$ cat config.mk
export PLATFORM = sky130hd
export DESIGN_NAME = sync_fifo_ctrl
export DESIGN_NICKNAME = d
export VERILOG_FILES = /design/src/rtl/sync_fifo_ctrl.sv
export SDC_FILE = /design/constraint.sdc
export NUM_CORES = 1
export LEC_CHECK = 0
export ABC_AREA = 1
export CAP_MARGIN = 10
export CORE_MARGIN = 2
export CORE_UTILIZATION = 39
export DETAILED_ROUTE_END_ITERATION = 7
export RECOVER_POWER = 100
export SYNTH_ARGS = -nofsm -noshare
export SYNTH_HDL_FRONTEND = slang
export SYNTH_SLANG_ARGS = --single-unit
$ cat constraint.sdc
create_clock -name CLK -period 2.9 [get_ports CLK]
set_input_delay 0.58 -clock CLK [delete_from_list [all_inputs] [get_ports CLK]]
set_output_delay 0.58 -clock CLK [all_outputs]
set_load 0.005 [all_outputs]
$ cat src/rtl/sync_fifo_ctrl.sv
// Single-clock FIFO: pointers, occupancy, almost/sticky-error flags.
// Define FIFO_FWFT_EN for first-word-fall-through reads.
module sync_fifo_ctrl #(
  parameter int DATA_WIDTH = 8,
  parameter int FIFO_DEPTH = 8,
  parameter int ADD_WIDTH  = 3,
  parameter int AFULL_THR  = 6,
  parameter int AEMPTY_THR = 2
) (
  input  logic                  CLK,
  input  logic                  RST,
  input  logic                  wr_en,
  input  logic [DATA_WIDTH-1:0] wdata,
  input  logic                  rd_en,
  input  logic                  clr_err,
  output logic [DATA_WIDTH-1:0] rdata,
  output logic                  rvalid,
  output logic                  full,
  output logic                  empty,
  output logic                  almost_full,
  output logic                  almost_empty,
  output logic [ADD_WIDTH:0]    count,
  output logic                  overflow,
  output logic                  underflow
);

  localparam logic [ADD_WIDTH:0] AF_T =
    (ADD_WIDTH+1)'(AFULL_THR);
  localparam logic [ADD_WIDTH:0] AE_T =
    (ADD_WIDTH+1)'(AEMPTY_THR);

  logic [DATA_WIDTH-1:0] mem [FIFO_DEPTH];
  logic [ADD_WIDTH:0]    wr_ptr;
  logic [ADD_WIDTH:0]    rd_ptr;
  logic                  wr_acc;
  logic                  rd_acc;

  assign count = wr_ptr - rd_ptr;
  assign empty = (wr_ptr == rd_ptr);
  assign full  = (wr_ptr[ADD_WIDTH] != rd_ptr[ADD_WIDTH]) &&
                 (wr_ptr[ADD_WIDTH-1:0] == rd_ptr[ADD_WIDTH-1:0]);
  assign almost_full  = (count >= AF_T);
  assign almost_empty = (count <= AE_T);

  assign wr_acc = wr_en & ~full;
  assign rd_acc = rd_en & ~empty;

  always_ff @(posedge CLK) begin
    if (wr_acc)
      mem[wr_ptr[ADD_WIDTH-1:0]] <= wdata;
  end

  always_ff @(posedge CLK) begin
    if (RST) begin
      wr_ptr <= '0;
      rd_ptr <= '0;
    end else begin
      if (wr_acc) wr_ptr <= wr_ptr + 1'b1;
      if (rd_acc) rd_ptr <= rd_ptr + 1'b1;
    end
  end

  // A fresh error in the clearing cycle keeps its flag set.
  always_ff @(posedge CLK) begin
    if (RST) begin
      overflow  <= 1'b0;
      underflow <= 1'b0;
    end else begin
      if (wr_en & full)       overflow <= 1'b1;
      else if (clr_err)       overflow <= 1'b0;
      if (rd_en & empty)      underflow <= 1'b1;
      else if (clr_err)       underflow <= 1'b0;
    end
  end

`ifdef FIFO_FWFT_EN
  assign rdata  = mem[rd_ptr[ADD_WIDTH-1:0]];
  assign rvalid = ~empty;
`else
  always_ff @(posedge CLK) begin
    if (RST) begin
      rdata  <= '0;
      rvalid <= 1'b0;
    end else begin
      rvalid <= rd_acc;
      if (rd_acc)
        rdata <= mem[rd_ptr[ADD_WIDTH-1:0]];
    end
  end
`endif

endmodule
==> results of run 1 <==
[logic make-up (layout without fill, tap and decap cells)]
| family | after synthesis | count (layout) |
|---|---|---|
| simple gates | 182 | 182 |
| flops | 83 | 83 |
| buf+inv | 80 | 120 |
| compound gates | 23 | 23 |
| fa+ha+maj | 6 | 6 |
| xor+xnor | 5 | 5 |
[cells in the final DEF, fill, tap and decap left out, types with 2 or more instances in the layout]
cell	n
bufinv_16	3
ha_1	4
inv_2	4
dfxtp_1	16
a21oi_1	11
o21ai_0	3
dlygate4sd3_1	22
clkbuf_4	2
clkbuf_8	10
nor2_1	12
nand2_1	115
xor2_1	4
clkinv_2	2
nand2_4	2
dfxtp_2	2
inv_1	59
buf_4	6
clkdlybuf4s50_1	7
edfxtp_1	64
clkinv_1	2
nand3_1	50
a21oi_2	7
[cell type report]
| class | instances | share of cell area |
|---|---|---|
| inverter | 65 | 0.0556 |
| timing repair buffer | 39 | 0.0849 |
| clock buffer | 11 | 0.0322 |
| clock inverter | 5 | 0.0228 |
| multi-input combinational | 216 | 0.242 |
| sequential | 83 | 0.526 |
| tap | 129 | 0.0368 |
[what timing repair did]
| item | in CTS | in global routing |
|---|---|---|
| buffers inserted | 0 | 1 |
| setup endpoints to repair | 2 | 3 |
| gates resized for setup | 4 | 5 |
| pin swaps | 0 | 1 |
| hold buffers | 0 | 0 |
[layer usage]
metal,routed length (um),GRT usage
met1,3590,0.225
met4,143,0.0697
met3,497,0.0328
met2,3720,0.254
met5,0,0
[power groups by stage]
stage | clock, W | sequential, W | combinational (W)
after floorplan | 0 | 0.00138 | 0.000399
after global placement | 0 | 0.00138 | 0.000621
after detailed placement | 0 | 0.00138 | 0.000628
after CTS | 0.00102 | 0.00135 | 0.000637
after global routing | 0.00107 | 0.00135 | 0.000653
final | 0.00100 | 0.00135 | 0.000574
[registers in the layout, indices dropped and copies added, names as in the netlist]
| name | cells |
|---|---|
| rvalid | 1 |
| wr_ptr | 4 |
| underflow | 1 |
| rdata | 8 |
| mem | 64 |
| rd_ptr | 4 |
| overflow | 1 |
[worst max path at each step]
stage                                to  cells after the start
global placement           almost_empty                      7
floorplan           mem[6][0]$_DFFE_PP_                     11
CTS                        almost_empty                      6
finish                         count[2]                      6
global route                   count[2]                      6
detailed placement         almost_empty                      7
[tightest hold or removal path: stages (launching register included)]
cell,delay [ns]
dfxtp_1,0.32
nand2_1,0.06
a21oi_1,0.05
[through the flow]
step / power (W) / hold slack, ns / worst slack [ns] / instance area [sq um] / std cells
after detailed placement: 0.00200 / 0.459 / 0.261 / 4200 / 531
after global routing: 0.00307 / 0.488 / -0.0147 / 4390 / 548
after CTS: 0.00301 / 0.472 / 0.0145 / 4460 / 547
final: 0.00293 / 0.467 / 0.117 / 4390 / 548
after global placement: 0.00200 / 0.455 / 0.288 / 4200 / 531
after floorplan: 0.00177 / 0.460 / 0.394 / 3770 / 379
==> flow_summary.ini, run 1 <==
[run_status]
run_status = finished clean

[power]
p_clk_frac = 0.343
p_leak_nw = 1.85
powerDensity_nw_per_um2 = 666
p_sw_w = 0.000768
comb_power_share = 0.196
power_frac_seq = 0.461
internal_power_w = 0.00216
switching_share = 0.262
irDropWorstVdd_uv = 283

[clock_network]
cts_max_path_buffers = 2
clock_latency_ns = 0.35
numClockSinks = 83
numCtsBuffers = 9
root_buffer = clkbuf_8
cts_max_level = 3
clk_pin_slew_ns = 0.09
cts_tree = built

[floorplanning]
die_h_um = 102
die_w_um = 102
fp-row-count = 35
coreArea_sq_um = 9330
initial_utilization = 0.404
die-area_sq_um = 10500
io_pins = 32

[sta]
finalSetupViolCount = 0
fin_tns_setup_ns = 0
worstMarginPinSlew_ns = 1.14
max_freq_mhz = 359
layout_worst_path_cycle_share = 0.960
fin_worst_skew_ns = 0.00816
slew_viol_final = 0
slew_headroom = 0.237
period_minus_slack_ns = 2.78
hold_viol_final = 0

[cells_and_area]
antenna_cells = 0
multi_input_area_sq_um = 1060
postLayoutCoreUtil = 0.471
drive_gt1_frac = 0.105
final_nets = 433
final-seq-area_sq_um = 2310
fill_cells = 886
areaGrowthSynthToFinish_pct = 16.5

[synth]
yosysWarnings = 0
yosysTopAreaCellShare = 0.510
synthArstFlopShare = 0
syn_area_per_cell_sq_um = 9.95
synth_seq_cells = 83
yosys_most_used_dff = edfxtp_1
synth-simple-area-share = 0.219
synth-compound-area-share = 0.0451
synth_edf_count = 64
ys_seq_area_frac = 0.611
synthAdderAreaFrac = 0.0219
ys_top_cells_by_area = edfxtp_1 51%, nand2_1 11%, dfxtp_1 10%, inv_1 5.8%, nand3_1 5.7%
synthesis.area_sq_um = 3770
synth_fp_nets = 398
synth_top_family_by_area = simple AND/OR/NAND/NOR gates
yosysTopAreaCell = edfxtp_1
synth_cell_type_count = 29
syn_inst = 379
synth-xor-area-share = 0.0116
synthTopCellsByCount = 112 x nand2_1, 64 x edfxtp_1, 58 x inv_1
post-synth-top-count-cell = nand2_1
muxShareOfSynthArea = 0

[critical_path]
critPathLaunch = wr_ptr[1]$_SDFFE_PP0P_
r2r_setup_slack_ns = 0.20
cp.required_ns = 2.32
path_class = reg2out
reg2regPathDepth = 10
cp_common_cell = inv_1
critPathLaunchType = register
arrival_ns = 2.20
r2r-start = rd_ptr[2]$_SDFFE_PP0P_
critPathMaxFanout = 6
cp_num_buf_inv = 4
cpPeakStageDelay_ns = 0.48
crit_path_end_kind = primary output
crit_chain = inv_1 > fa_2 > xor2_2 > clkbuf_4 > inv_1 > clkdlybuf4s50_1
cp_top_family = buffers and inverters
worstReg2RegEnd = mem[6][3]$_DFFE_PP_
cp_slowest_cell = clkdlybuf4s50_1

[routing]
wl_per_cell_um = 14.5
drc = 0
drt-initial-drc-count = 120
ant_nets = 0
wl_um = 7950
vias = 2549
viasPerCell = 4.65
first_pass_iters = 4

[global_route]
grt_overflow_total = 0
grt.total_usage = 0.164
grt_max_degree = 37
antenna_found_initial = 0
first_global_vias = 2426
grt_pass1_wl_um = 12500

[placed_design]
gp_congestion = 0.788
dp_hpwl_um = 4920
io_buffer_count = 31

[min_path]
hp-start = overflow$_SDFFE_PP0P_
min_path_cells = 2
hp-class = reg2reg
hold-path-endpoint = overflow$_SDFFE_PP0P_

[job]
drv_cap = 0
(Power assumes the default switching activity.)
==> run 2, diff against run 1 <==
Settings changed: HOLD_SLACK_MARGIN from default to 0.12.
==> results of run 2 <==
Same layout as run 1: the final DEF is identical, and so are final timing and power.
==> run 3, diff against run 2 <==
Settings changed: CORE_MARGIN 2 to 4.
==> run 3 against run 2 <==
Sequential power hardly changed. Clock skew rose by 0.0029 ns. Critical endpoint unchanged. Largest power group unchanged. Setup slack better by 0.016 ns.
==> flow_summary.ini, run 3 (same netlist as run 1, synthesis figures left out) <==
[power]
power_frac_seq = 0.479
p_sw_w = 0.000745
irDropWorstVdd_uv = 309
comb_power_share = 0.214
internal_power_w = 0.00206
p_leak_nw = 1.84
power.total_w = 0.00281
p_clk_frac = 0.307
switching_share = 0.265
powerDensity_nw_per_um2 = 641

[placed_design]
io_buffer_count = 31
gp_congestion = 0.774
dp_hpwl_um = 5010
dpl.cell_count = 531

[sta]
fin_tns_setup_ns = 0
layout_worst_path_cycle_share = 0.954
hold_viol_final = 0
fin_worst_skew_ns = 0.0110
period_minus_slack_ns = 2.77
finalSetupViolCount = 0
max_freq_mhz = 361
worstMarginPinSlew_ns = 1.00
slew_viol_final = 0
rsz0062_at_grt = false
slew_headroom = 0.329

[global_route]
grt.total_usage = 0.142
grt_overflow_total = 0
antenna_found_initial = 0
grt_max_degree = 37
grt_pass1_wl_um = 12200
first_global_vias = 2349

[routing]
drc = 0
drt-initial-drc-count = 123
wl_um = 7710
vias = 2551
viasPerCell = 4.65
wl_per_cell_um = 14.0
ant_nets = 0
first_pass_iters = 4

[floorplanning]
die-area_sq_um = 11300
initial_utilization = 0.404
io_pins = 32
die_w_um = 106
fp-row-count = 35
die_h_um = 106
coreArea_sq_um = 9330

[cells_and_area]
mostFrequentLayoutCell = nand2_1
largest_reg_flops = 64
instances_no_fill = 549
areaGrowthSynthToFinish_pct = 16.2
final_cell_mix = 113 x nand2_1, 64 x edfxtp_1, 59 x inv_1
antenna_cells = 0
final_nets = 434
drive_gt1_frac = 0.114
final-seq-area_sq_um = 2310
multi_input_area_sq_um = 1090
fill_cells = 850

[critical_path]
cp_slowest_cell = clkdlybuf4s50_1
path_class = reg2out
crit_path_end_kind = primary output
arrival_ns = 2.19
cp.required_ns = 2.32
crit_chain = inv_1 > ha_1 > fa_2 > xor2_2 > buf_4 > inv_1 > clkdlybuf4s50_1
cp_top_family = buffers and inverters
critPathLaunchType = register
cpPeakStageDelay_ns = 0.49
cp_num_buf_inv = 4
cp_common_cell = inv_1
critPathMaxFanout = 3

[clock_network]
numCtsBuffers = 9
cts_max_level = 3
clk_pin_slew_ns = 0.08
clock_latency_ns = 0.34
cts_max_path_buffers = 2
root_buffer = clkbuf_8
numClockSinks = 83
cts_hold_buffers = 0
cts_tree = built

[job]
drv_cap = 0

[run_status]
run_status = finished clean

[min_path]
hp-class = reg2reg
## run 3: power by group through the flow
| stage | Combinational, W | Sequential [W] | Clock, W |
|---|---|---|---|
| after floorplan | 0.000399 | 0.00138 | 0 |
| after CTS | 0.000647 | 0.00135 | 0.000885 |
| after global routing | 0.000674 | 0.00135 | 0.000933 |
| after global placement | 0.000627 | 0.00137 | 0 |
| after detailed placement | 0.000634 | 0.00137 | 0 |
| final | 0.000601 | 0.00135 | 0.000861 |
## run 3: path summary, 6_finish.rpt
check                                             from                     to  slack (ns)  cells after the start
worst max-delay path            wr_ptr[0]$_SDFFE_PP0P_               count[2]        0.13                      7
worst min-delay path             overflow$_SDFFE_PP0P_  overflow$_SDFFE_PP0P_        0.47                      2
worst max register to register  rd_ptr[2]$_SDFFE_PP0P_    mem[2][1]$_DFFE_PP_        0.19                      9
worst min register to register   overflow$_SDFFE_PP0P_  overflow$_SDFFE_PP0P_        0.47                      2
## run 3: per-stage QoR
step                hold WS [ns]  area (sq um)  utilization  setup WS [ns]
floorplan                  0.460          3770            -          0.394
global placement           0.456          4200        0.450          0.303
detailed placement         0.461          4200        0.450          0.284
CTS                        0.474          4420        0.474        0.00390
global route               0.486          4380        0.470         0.0339
finish                     0.468          4380        0.470          0.133
## run 3: metal layers
metal | up-vias | global-route usage | wire, um
met5 | - | 0 | 0
met1 | 1200 | 0.186 | 3420
met2 | 58 | 0.233 | 3710
li1 | 1285 | - | -
met4 | 0 | 0.0490 | 112
met3 | 8 | 0.0291 | 468
## run 3: area by class of cell
class,count,area share
flip-flops and latches,83,0.526
clock buffers,13,0.0317
repair buffers,40,0.0863
clock inverters,3,0.0149
multi-input cells,216,0.248
inverters,65,0.0560
well taps,129,0.0368
## run 3: repair_timing
action / CTS / global route
endpoints found under the hold margin: 0 / 0
setup buffers: 1 / 1
resized for setup: 3 / 9
pin swaps: 0 / 2
endpoints found under the setup margin: 2 / 3
## run 3: worst min-delay path, delay by kind of cell, from the launching register on
family           cells  cell delay (ns)
AO/OA/AOI/OAI        1             0.05
AND/OR/NAND/NOR      1             0.06
flip-flops           1             0.31
